--- src/rtl/mul_div_unit.sv ---
// mul_div_unit: iterative RV32M multiply/divide engine feeding the register-file write port.
//   clock, reset        rising-edge clock, synchronous active-high reset
//   start, funct3       begin an M-extension op (sampled only while idle)
//   operandA, operandB  rs1 / rs2 values, latched on start
//   rdIn, rdOut         destination register in / latched out
//   busy                op in progress, core holds the PC
//   done, regWrite      one-cycle completion strobe / done && rdOut != 0
//   result              final value, held until the next done
//   MULDIV_FAST_MUL_EN  when defined, MUL* use a single-cycle 33x33 signed multiply
module mul_div_unit #(
    parameter int DATA_WIDTH = 32,
    parameter int ADDR_WIDTH = 5
) (
    input  logic                  clock,
    input  logic                  reset,
    input  logic                  start,
    input  logic [2:0]            funct3,
    input  logic [DATA_WIDTH-1:0] operandA,
    input  logic [DATA_WIDTH-1:0] operandB,
    input  logic [ADDR_WIDTH-1:0] rdIn,
    output logic                  busy,
    output logic                  done,
    output logic                  regWrite,
    output logic [DATA_WIDTH-1:0] result,
    output logic [ADDR_WIDTH-1:0] rdOut
);
    localparam int W = DATA_WIDTH;

    typedef enum logic [1:0] {IDLE, MUL, DIV, FIX} stateT;
    stateT state, nextState;

    logic [2:0]            op;
    logic [ADDR_WIDTH-1:0] rdLatch;
    logic [4:0]            count;
    logic                  special, negFlag;
    logic [W-1:0]          mag;
    logic [2*W-1:0]        acc;

    logic         signedA, signedB, aNeg, bNeg, divZero, divOvf, isSpecial, qBit, isRem;
    logic [W-1:0] absA, absB, specialVal, divWord, divFix, fixVal;
    logic [W:0]   mulSum, remCand, divDiff;
    logic [2*W-1:0] mulNext, divNext, prodFix;

    // Signedness of each operand as selected by funct3 (MUL low word is sign-agnostic).
    assign signedA    = funct3[2] ? !funct3[0] : ^funct3[1:0];
    assign signedB    = funct3[2] ? !funct3[0] : (funct3[1:0] == 2'b01);
    assign aNeg       = signedA & operandA[W-1];
    assign bNeg       = signedB & operandB[W-1];
    assign absA       = aNeg ? -operandA : operandA;
    assign absB       = bNeg ? -operandB : operandB;
    assign divZero    = funct3[2] && operandB == '0;
    assign divOvf     = funct3[2] && !funct3[0] && operandA == {1'b1, {(W-1){1'b0}}} && operandB == '1;
    assign isSpecial  = divZero | divOvf;
    // Overflow case: quotient equals the dividend (0x80000000), remainder is zero.
    assign specialVal = divZero ? (funct3[1] ? operandA : '1) : (funct3[1] ? '0 : operandA);

    // Shift-add step: acc = {partial product high, remaining multiplier bits}.
    assign mulSum  = {1'b0, acc[2*W-1:W]} + (acc[0] ? {1'b0, mag} : '0);
    assign mulNext = {mulSum, acc[W-1:1]};
    // Restoring step: acc = {partial remainder, dividend bits shifting into quotient}.
    assign remCand = acc[2*W-1:W-1];
    assign divDiff = remCand - {1'b0, mag};
    assign qBit    = !divDiff[W];
    assign divNext = {qBit ? divDiff[W-1:0] : remCand[W-1:0], acc[W-2:0], qBit};

    assign isRem   = op[2] & op[1];
    assign prodFix = negFlag ? -acc : acc;
    assign divWord = isRem ? acc[2*W-1:W] : acc[W-1:0];
    assign divFix  = negFlag ? -divWord : divWord;
    assign fixVal  = special ? acc[W-1:0] :
                     op[2] ? divFix :
                     (op[1:0] == 2'b00) ? prodFix[W-1:0] : prodFix[2*W-1:W];

`ifdef MULDIV_FAST_MUL_EN
    logic signed [2*W+1:0] fastProd;
    assign fastProd = $signed({signedA & operandA[W-1], operandA}) * $signed({signedB & operandB[W-1], operandB});
`endif

    assign busy = state != IDLE;

    always_ff @(posedge clock) begin
        if (reset) state <= IDLE;
        else       state <= nextState;
    end

    always_comb begin
        nextState = state;
        case (state)
            IDLE: if (start) nextState = isSpecial ? FIX : (funct3[2] ? DIV : MUL);
`ifdef MULDIV_FAST_MUL_EN
            MUL:  nextState = FIX;
`else
            MUL:  if (count == '1) nextState = FIX;
`endif
            DIV:  if (count == '1) nextState = FIX;
            FIX:  nextState = IDLE;
            default: nextState = IDLE;
        endcase
    end

    always_ff @(posedge clock) begin
        if (reset) begin
            op       <= '0;
            rdLatch  <= '0;
            count    <= '0;
            special  <= 1'b0;
            negFlag  <= 1'b0;
            mag      <= '0;
            acc      <= '0;
            done     <= 1'b0;
            regWrite <= 1'b0;
            result   <= '0;
            rdOut    <= '0;
        end else begin
            done     <= state == FIX;
            regWrite <= state == FIX && rdLatch != '0;
            case (state)
                IDLE: if (start) begin
                    op      <= funct3;
                    rdLatch <= rdIn;
                    count   <= '0;
                    special <= isSpecial;
                    negFlag <= isRem ? 1'b0 : 1'b0;
                    negFlag <= (funct3[2] & funct3[1]) ? aNeg : aNeg ^ bNeg;
                    mag     <= funct3[2] ? absB : absA;
                    acc     <= isSpecial ? {{W{1'b0}}, specialVal} : {{W{1'b0}}, funct3[2] ? absA : absB};
`ifdef MULDIV_FAST_MUL_EN
                    if (!funct3[2]) begin
                        negFlag <= 1'b0;
                        acc     <= fastProd[2*W-1:0];
                    end
`endif
                end
`ifdef MULDIV_FAST_MUL_EN
                MUL: count <= count;
`else
                MUL: begin
                    acc   <= mulNext;
                    count <= count + 5'd1;
                end
`endif
                DIV: begin
                    acc   <= divNext;
                    count <= count + 5'd1;
                end
                FIX: begin
                    result <= fixVal;
                    rdOut  <= rdLatch;
                end
                default: count <= count;
            endcase
        end
    end
endmodule

--- config.mk ---
export PLATFORM = sky130hd
export DESIGN_NAME = mul_div_unit
export DESIGN_NICKNAME = d
export VERILOG_FILES = /design/src/rtl/mul_div_unit.sv
export SDC_FILE = /design/constraint.sdc
export NUM_CORES = 1
export LEC_CHECK = 0
export CORE_UTILIZATION = 50
export DETAILED_ROUTE_END_ITERATION = 10
export PLACE_DENSITY_LB_ADDON = 0.25
export SYNTH_ARGS = -nofsm -noshare
export SYNTH_HDL_FRONTEND = slang
export SYNTH_SLANG_ARGS = --single-unit
--- constraint.sdc ---
create_clock -name clock -period 5.6 [get_ports clock]
set_clock_uncertainty 0.2 [all_clocks]
set_input_delay 0.56 -clock clock [delete_from_list [all_inputs] [get_ports clock]]
set_output_delay 0.56 -clock clock [all_outputs]
set_load 0.005 [all_outputs]
# == Yosys cells after proc, flatten, opt, wreduce, memory -nomap -nowiden ==
# Index checks and enable logic that the tools add are counted.
# classes
n_eq_ne,9
add_sub_neg,7
div,0
reduce_logical,20
bitwise_logic,6
n_lt_le_gt_ge,0
multipliers,0
mux,28
n_shift,0
# ops
op,n
32-bit two-way mux,15
64-bit one-hot mux with 3 select lines,1
64-bit two-way mux,2
32-bit negator,3
"32-bit equality test, second input constant",2
64-bit negator,1
32-bit by 32-bit adder with 33-bit output,1
33-bit by 32-bit subtractor with 33-bit output,1
32-bit logical NOT,1
5-bit one-hot mux with 2 select lines,1
2-bit two-way mux,4
2-bit AND reduction,4
2-bit one-hot mux with 3 select lines,1
"5-bit by 1-bit adder with 5-bit output, second input constant",1
"5-bit equality test, second input constant",1
1-bit logical AND,5
5-bit two-way mux,1
5-bit nonzero test,1
1-bit AND,4
"2-bit by 1-bit equality test with 1-bit output, second input constant",2
"2-bit equality test, second input constant",2
2-bit logical NOT,2
2-bit nonzero test,2
1-bit two-way mux,3
other kinds (8),9
# word_totals
mem_bits_rw,0
latch_bits,0
in_bits,75
memories,0
romBits,0
reg_bits,152
word_cells,82

# == Logic depth before layout (Yosys ltp) ==
# Gate-level depths: netlist (run 1).
# logic_depth
ltp_word,8
mapped_depth,16
depth_no_buf,14

# == Worst setup path after synthesis (run 1) ==
# OpenSTA, ideal clock, no wires.
# synth_timing
kind,reg-to-reg
startpoint,reg op[1]
endpoint,reg result[24]
path_slack_ps,1539
stages_incl_launch_ff,16
setup_ps,117
arrival_time_ps,3745
period_less_slack_ps,4061
required_ps,5283
path_buffers,5
cell_sequence,dfxtp_1 > buf_2 > nand2_1 > clkbuf_1 > clkbuf_1 > clkbuf_1 > buf_2 > mux2i_1 > ha_1 > nand4_1 > nor4b_1 > nand3_1 > o31ai_1 > xnor2_1 > a21oi_1 > a22o_1
# synth_via
elab_chain_len,6
word_cells_on_any_way,8
classes_between,add/sub: 1; mux: 5; bitwise: 1; reduce/logical: 1
# synth_rtl
item,line_no,rtl
start: declaration,32,logic [2:0] op;
start signal: assignment,119,op <= funct3;
1-bit AND,66,assign isRem = op[2] & op[1];
32-bit two-way mux,68,assign divWord = isRem ? acc[2*W-1:W] : acc[W-1:0];
32-bit negator,69,assign divFix = negFlag ? -divWord : divWord;
32-bit two-way mux,69,
32-bit two-way mux *,71,op[2] ? divFix :
32-bit two-way mux *,70,assign fixVal = special ? acc[W-1:0] :
end signal: assignment,147,result <= fixVal;
end: declaration,24,"output logic [DATA_WIDTH-1:0] result,"
# Every way passes the cells marked *; elsewhere a longest branch is shown, timed or not.
# A chain may end at the register's enable or synchronous reset.

# == Final worst setup path (run 1) ==
# layout_timing
startpoint,reg acc[34]
endpoint,reg acc[45]
# layout_via
elab_chain_len,3
word_cells_on_any_way,4
classes_between,add/sub: 2; mux: 2
# layout_rtl
item,line_no,rtl
start: declaration,37,logic [2*W-1:0] acc;
start signal: assignment,126,"acc <= isSpecial ? {{W{1'b0}}, specialVal} : {{W{1'b0}}, funct3[2] ? absA : absB};"
start signal: assignment,138,acc <= mulNext;
start signal: assignment,143,acc <= divNext;
33-bit by 32-bit subtractor with 33-bit output,62,"assign divDiff = remCand - {1'b0, mag};"
32-bit two-way mux,64,"assign divNext = {qBit ? divDiff[W-1:0] : remCand[W-1:0], acc[W-2:0], qBit};"
64-bit one-hot mux with 3 select lines *,117,case (state)
# Marks and branches as above.

==> results of run 1 <==
per-stage QoR:
step	area, µm²	hold slack, ps	utilization [%]	total power (W)	std cells
floorplan	16200	232	-	0.00464	2300
global route	18000	285	56.8	0.00773	2703
CTS	18000	255	56.8	0.00718	2703
global placement	17400	241	55.0	0.00595	2671
finish	18000	258	56.8	0.00732	2703
detailed placement	17400	248	55.0	0.00597	2671
per-layer routing:
layer / vias up / GRT usage [%] / wire (µm)
met4: 0 / 20.4 / 3390
met2: 889 / 60.8 / 28600
li1: 8367 / - / -
met1: 8464 / 49.7 / 26800
met3: 187 / 6.11 / 5100
met5: - / 0 / 0
path summary, 6_finish.rpt:
kind	end	cells after the start
setup / recovery	acc[45]	11
hold / removal	mag[22]	2
setup reg to reg	acc[45]	11
hold reg to reg	mag[22]	2
flip-flops by register name, indices dropped and copies added (netlist names):
name      flops
count         5
done          1
mag          32
result       32
rdLatch       5
regWrite      1
acc          64
op            3
negFlag       1
special       1
state         2
rdOut         5
final cells by class:
cell class	count	area (µm²)
clock buffers	20	437
repair buffers	159	1470
well taps	402	503
fillers	3069	13700
clock inverters	12	139
inverters	80	300
multi-input cells	1878	12100
flip-flops and latches	152	3040
power by group through the flow:
stage | Sequential (W) | Clock [W] | Combinational [W]
after global routing | 0.00178 | 0.00126 | 0.00469
after detailed placement | 0.00176 | 0 | 0.00421
final | 0.00177 | 0.00121 | 0.00434
after floorplan | 0.00139 | 0 | 0.00326
after global placement | 0.00176 | 0 | 0.00419
after CTS | 0.00174 | 0.00121 | 0.00423
kinds of logic (layout without fill, tap and decap cells):
logic type | after synthesis | after routing | share of synthesized area [%]
AO/OA/AOI/OAI | 733 | 733 | 29.8
buffers and inverters | 270 | 271 | 6.57
AND/OR/NAND/NOR | 807 | 807 | 24.0
flip-flops | 152 | 152 | 18.8
XOR/XNOR | 179 | 179 | 9.67
adder cells (fa/ha/maj) | 78 | 78 | 6.11
multiplexers | 81 | 81 | 5.07
critical path, delay by kind of cell (launching register included):
| kind | cells | cell delay, ps |
|---|---|---|
| AO/OA/AOI/OAI | 6 | 1830 |
| adder cells (fa/ha/maj) | 1 | 400 |
| flip-flops | 1 | 680 |
| multiplexers | 1 | 410 |
| AND/OR/NAND/NOR | 3 | 1130 |
placed cells by master (no fill, tap or decap), types with 25 or more instances in the layout:
cell type | Yosys | layout
nand2_1 | 214 | 214
a211oi_1 | 47 | 47
o21ai_0 | 140 | 140
nand3_1 | 45 | 45
clkdlybuf4s50_1 | 0 | 112
o31ai_1 | 30 | 30
dfxtp_1 | 152 | 151
inv_1 | 80 | 80
buf_4 | 1 | 46
a21oi_1 | 205 | 204
a22oi_1 | 48 | 48
nand2b_1 | 31 | 31
ha_1 | 76 | 75
xor2_1 | 74 | 74
mux2i_1 | 72 | 72
o211ai_1 | 30 | 30
nor2_1 | 263 | 261
nor2b_1 | 25 | 25
nand4_1 | 30 | 30
nor3_1 | 62 | 61
a21o_1 | 31 | 31
a31oi_1 | 25 | 25
xnor2_1 | 105 | 105
==> results by group, run 1 <==
Setup path
  • Worst Setup SP: acc[34]
  • Worst path arrival time: 4890 ps
  • CP dominant cell by count: nor3_1
  • Slowest-stage cell, CP: and2_1
  • Register-to-register setup slack: 820 ps
  • CP Max Fanout: 20
  • Start of the worst register-to-register path: acc[34]
  • Crit path required time: roughly 5700 ps
  • Critical path class: reg -> reg
  • Worst path max stage delay: around 860 ps
  • Critical Path Sink Type: flip-flop
  • CP Launch Type: flip-flop
  • CP cell instances: ha_1 > o211ai_1 > a21oi_1 > o41a_1 > a211oi_1 > nor3_1 > o21ai_0 > and2_1 > mux2_2 > a222oi_1 > nor3_1

Yosys
  • EDFF count, synth: 0
  • Most common library cells after synthesis: nor2_1 (263), nand2_1 (214), a21oi_1 (205), dfxtp_1 (152), clkbuf_1 (144)
  • Synth area leader: dfxtp_1
  • Count leader, synth: nor2_1
  • Yosys warning total: 0
  • Cells after synthesis: between 2000 and 2500
  • Yosys reg bits: 152
  • Async SR Flop Fraction: 0%
  • Post-Syn Area: 16200 µm²
  • Synth top area share: 18.8%
  • Distinct cell type count of the synthesized netlist: 86
  • Synth top area cells: dfxtp_1 (19%), a21oi_1 (6.3%), nor2_1 (6.1%), ha_1 (5.9%), xnor2_1 (5.7%)
  • Syn_area_per_cell: 7.05 µm²
  • Main flop type after synthesis: dfxtp_1
  • Post-synth net total: 2453
  • Post-synthesis sequential area ratio: roughly a fifth

Die
  • Placement Rows: 65
  • Die area: around 33000 µm²
  • Num ports: roughly 120
  • Die width: about 180 µm
  • Die Y: 182 µm
  • Core ar.: between 30000 and 40000 µm²
  • Initial Utilization: approximately half

Global route
  • Total global-route track usage: 38.3%
  • Number of global-route vias before repair: 16700
  • Initial antenna violation count: 0
  • First-pass GRT wire length: around 100000 µm
  • Grt ovf: 0
  • Largest net degree at the start of global routing: 85

Drt
  • Antenna Violating Nets Remaining: 0
  • Via count: 17900
  • WL final: about 64000 µm
  • Post-route DRC violation count: 0
  • Drt pass-1 iters: 6
  • DR vias/cell: 6.62
  • Initial drt markers: between 2000 and 2500
  • Routed length per instance: roughly 24 µm

Pwr
  • Clock power frac: 16.5%
  • Internal power: 0.00353 W
  • Net Sw Power: 0.00379 W
  • Sequential Power Share: between 20 and 25%
  • PwrDens: 406 nW/µm²
  • Worst-case vdd ir drop: 662 µV
  • Leak Pwr: between 6 and 7 nW
  • Net Sw Frac: 51.8%
  • Comb power frac: 59.3%

Clocking
  • Clk root buf: clkbuf_16
  • Post-CTS setup buffers: 0
  • Reg clk slew, reported paths: ~70 ps
  • Sink count of the clock tree: roughly 150
  • Hold_buf cts: 0
  • CTS max path bufs: 2
  • Clock Latency Late Sink: 460 ps
  • CTS tree: done
  • H-tree depth: 4
  • CTS buffer count: 17
  • Post-CTS sizing: 0

Place
  • I/O Buffers: 114
  • DP Worst Slack: around 900 ps
  • DP HPWL: between 40000 and 50000 µm
  • GP Congestion: 1.01

Worst hold path
  • Worst Hold Class: reg -> reg
  • Hold Startpoint: mag[22]

STA
  • Crit path time final: 4780 ps
  • Max Slew Vio Count: 0
  • Setup_tns: 0 ps
  • Final setup fails: 0
  • Slew HR: 6.88%
  • F_max: about 210 MHz
  • Worst Tran Pin Value: 1400 ps
  • Period Utilization, post-route: 85.4%
  • Hold Violations, Final: 0
  • Final worst slack: 820 ps
  • RSZ-0062 raised after global routing: no

Job
  • Max-cap viol count: 0

Outcome
  • Outcome: complete, no violations

Layout
  • # nets final: around 2400
  • Diode count: 0
  • Share of layout cells above drive strength 1: roughly 5.6%
  • P&R area growth vs syn: 11.2%
(Power assumes the default switching activity.)
==> run 2: changes to the inputs <==
Settings changed: ABC_CLOCK_PERIOD_IN_PS set to 5600.
==> results of run 2 <==
No change in the layout: final DEF, timing and power equal those of run 1.
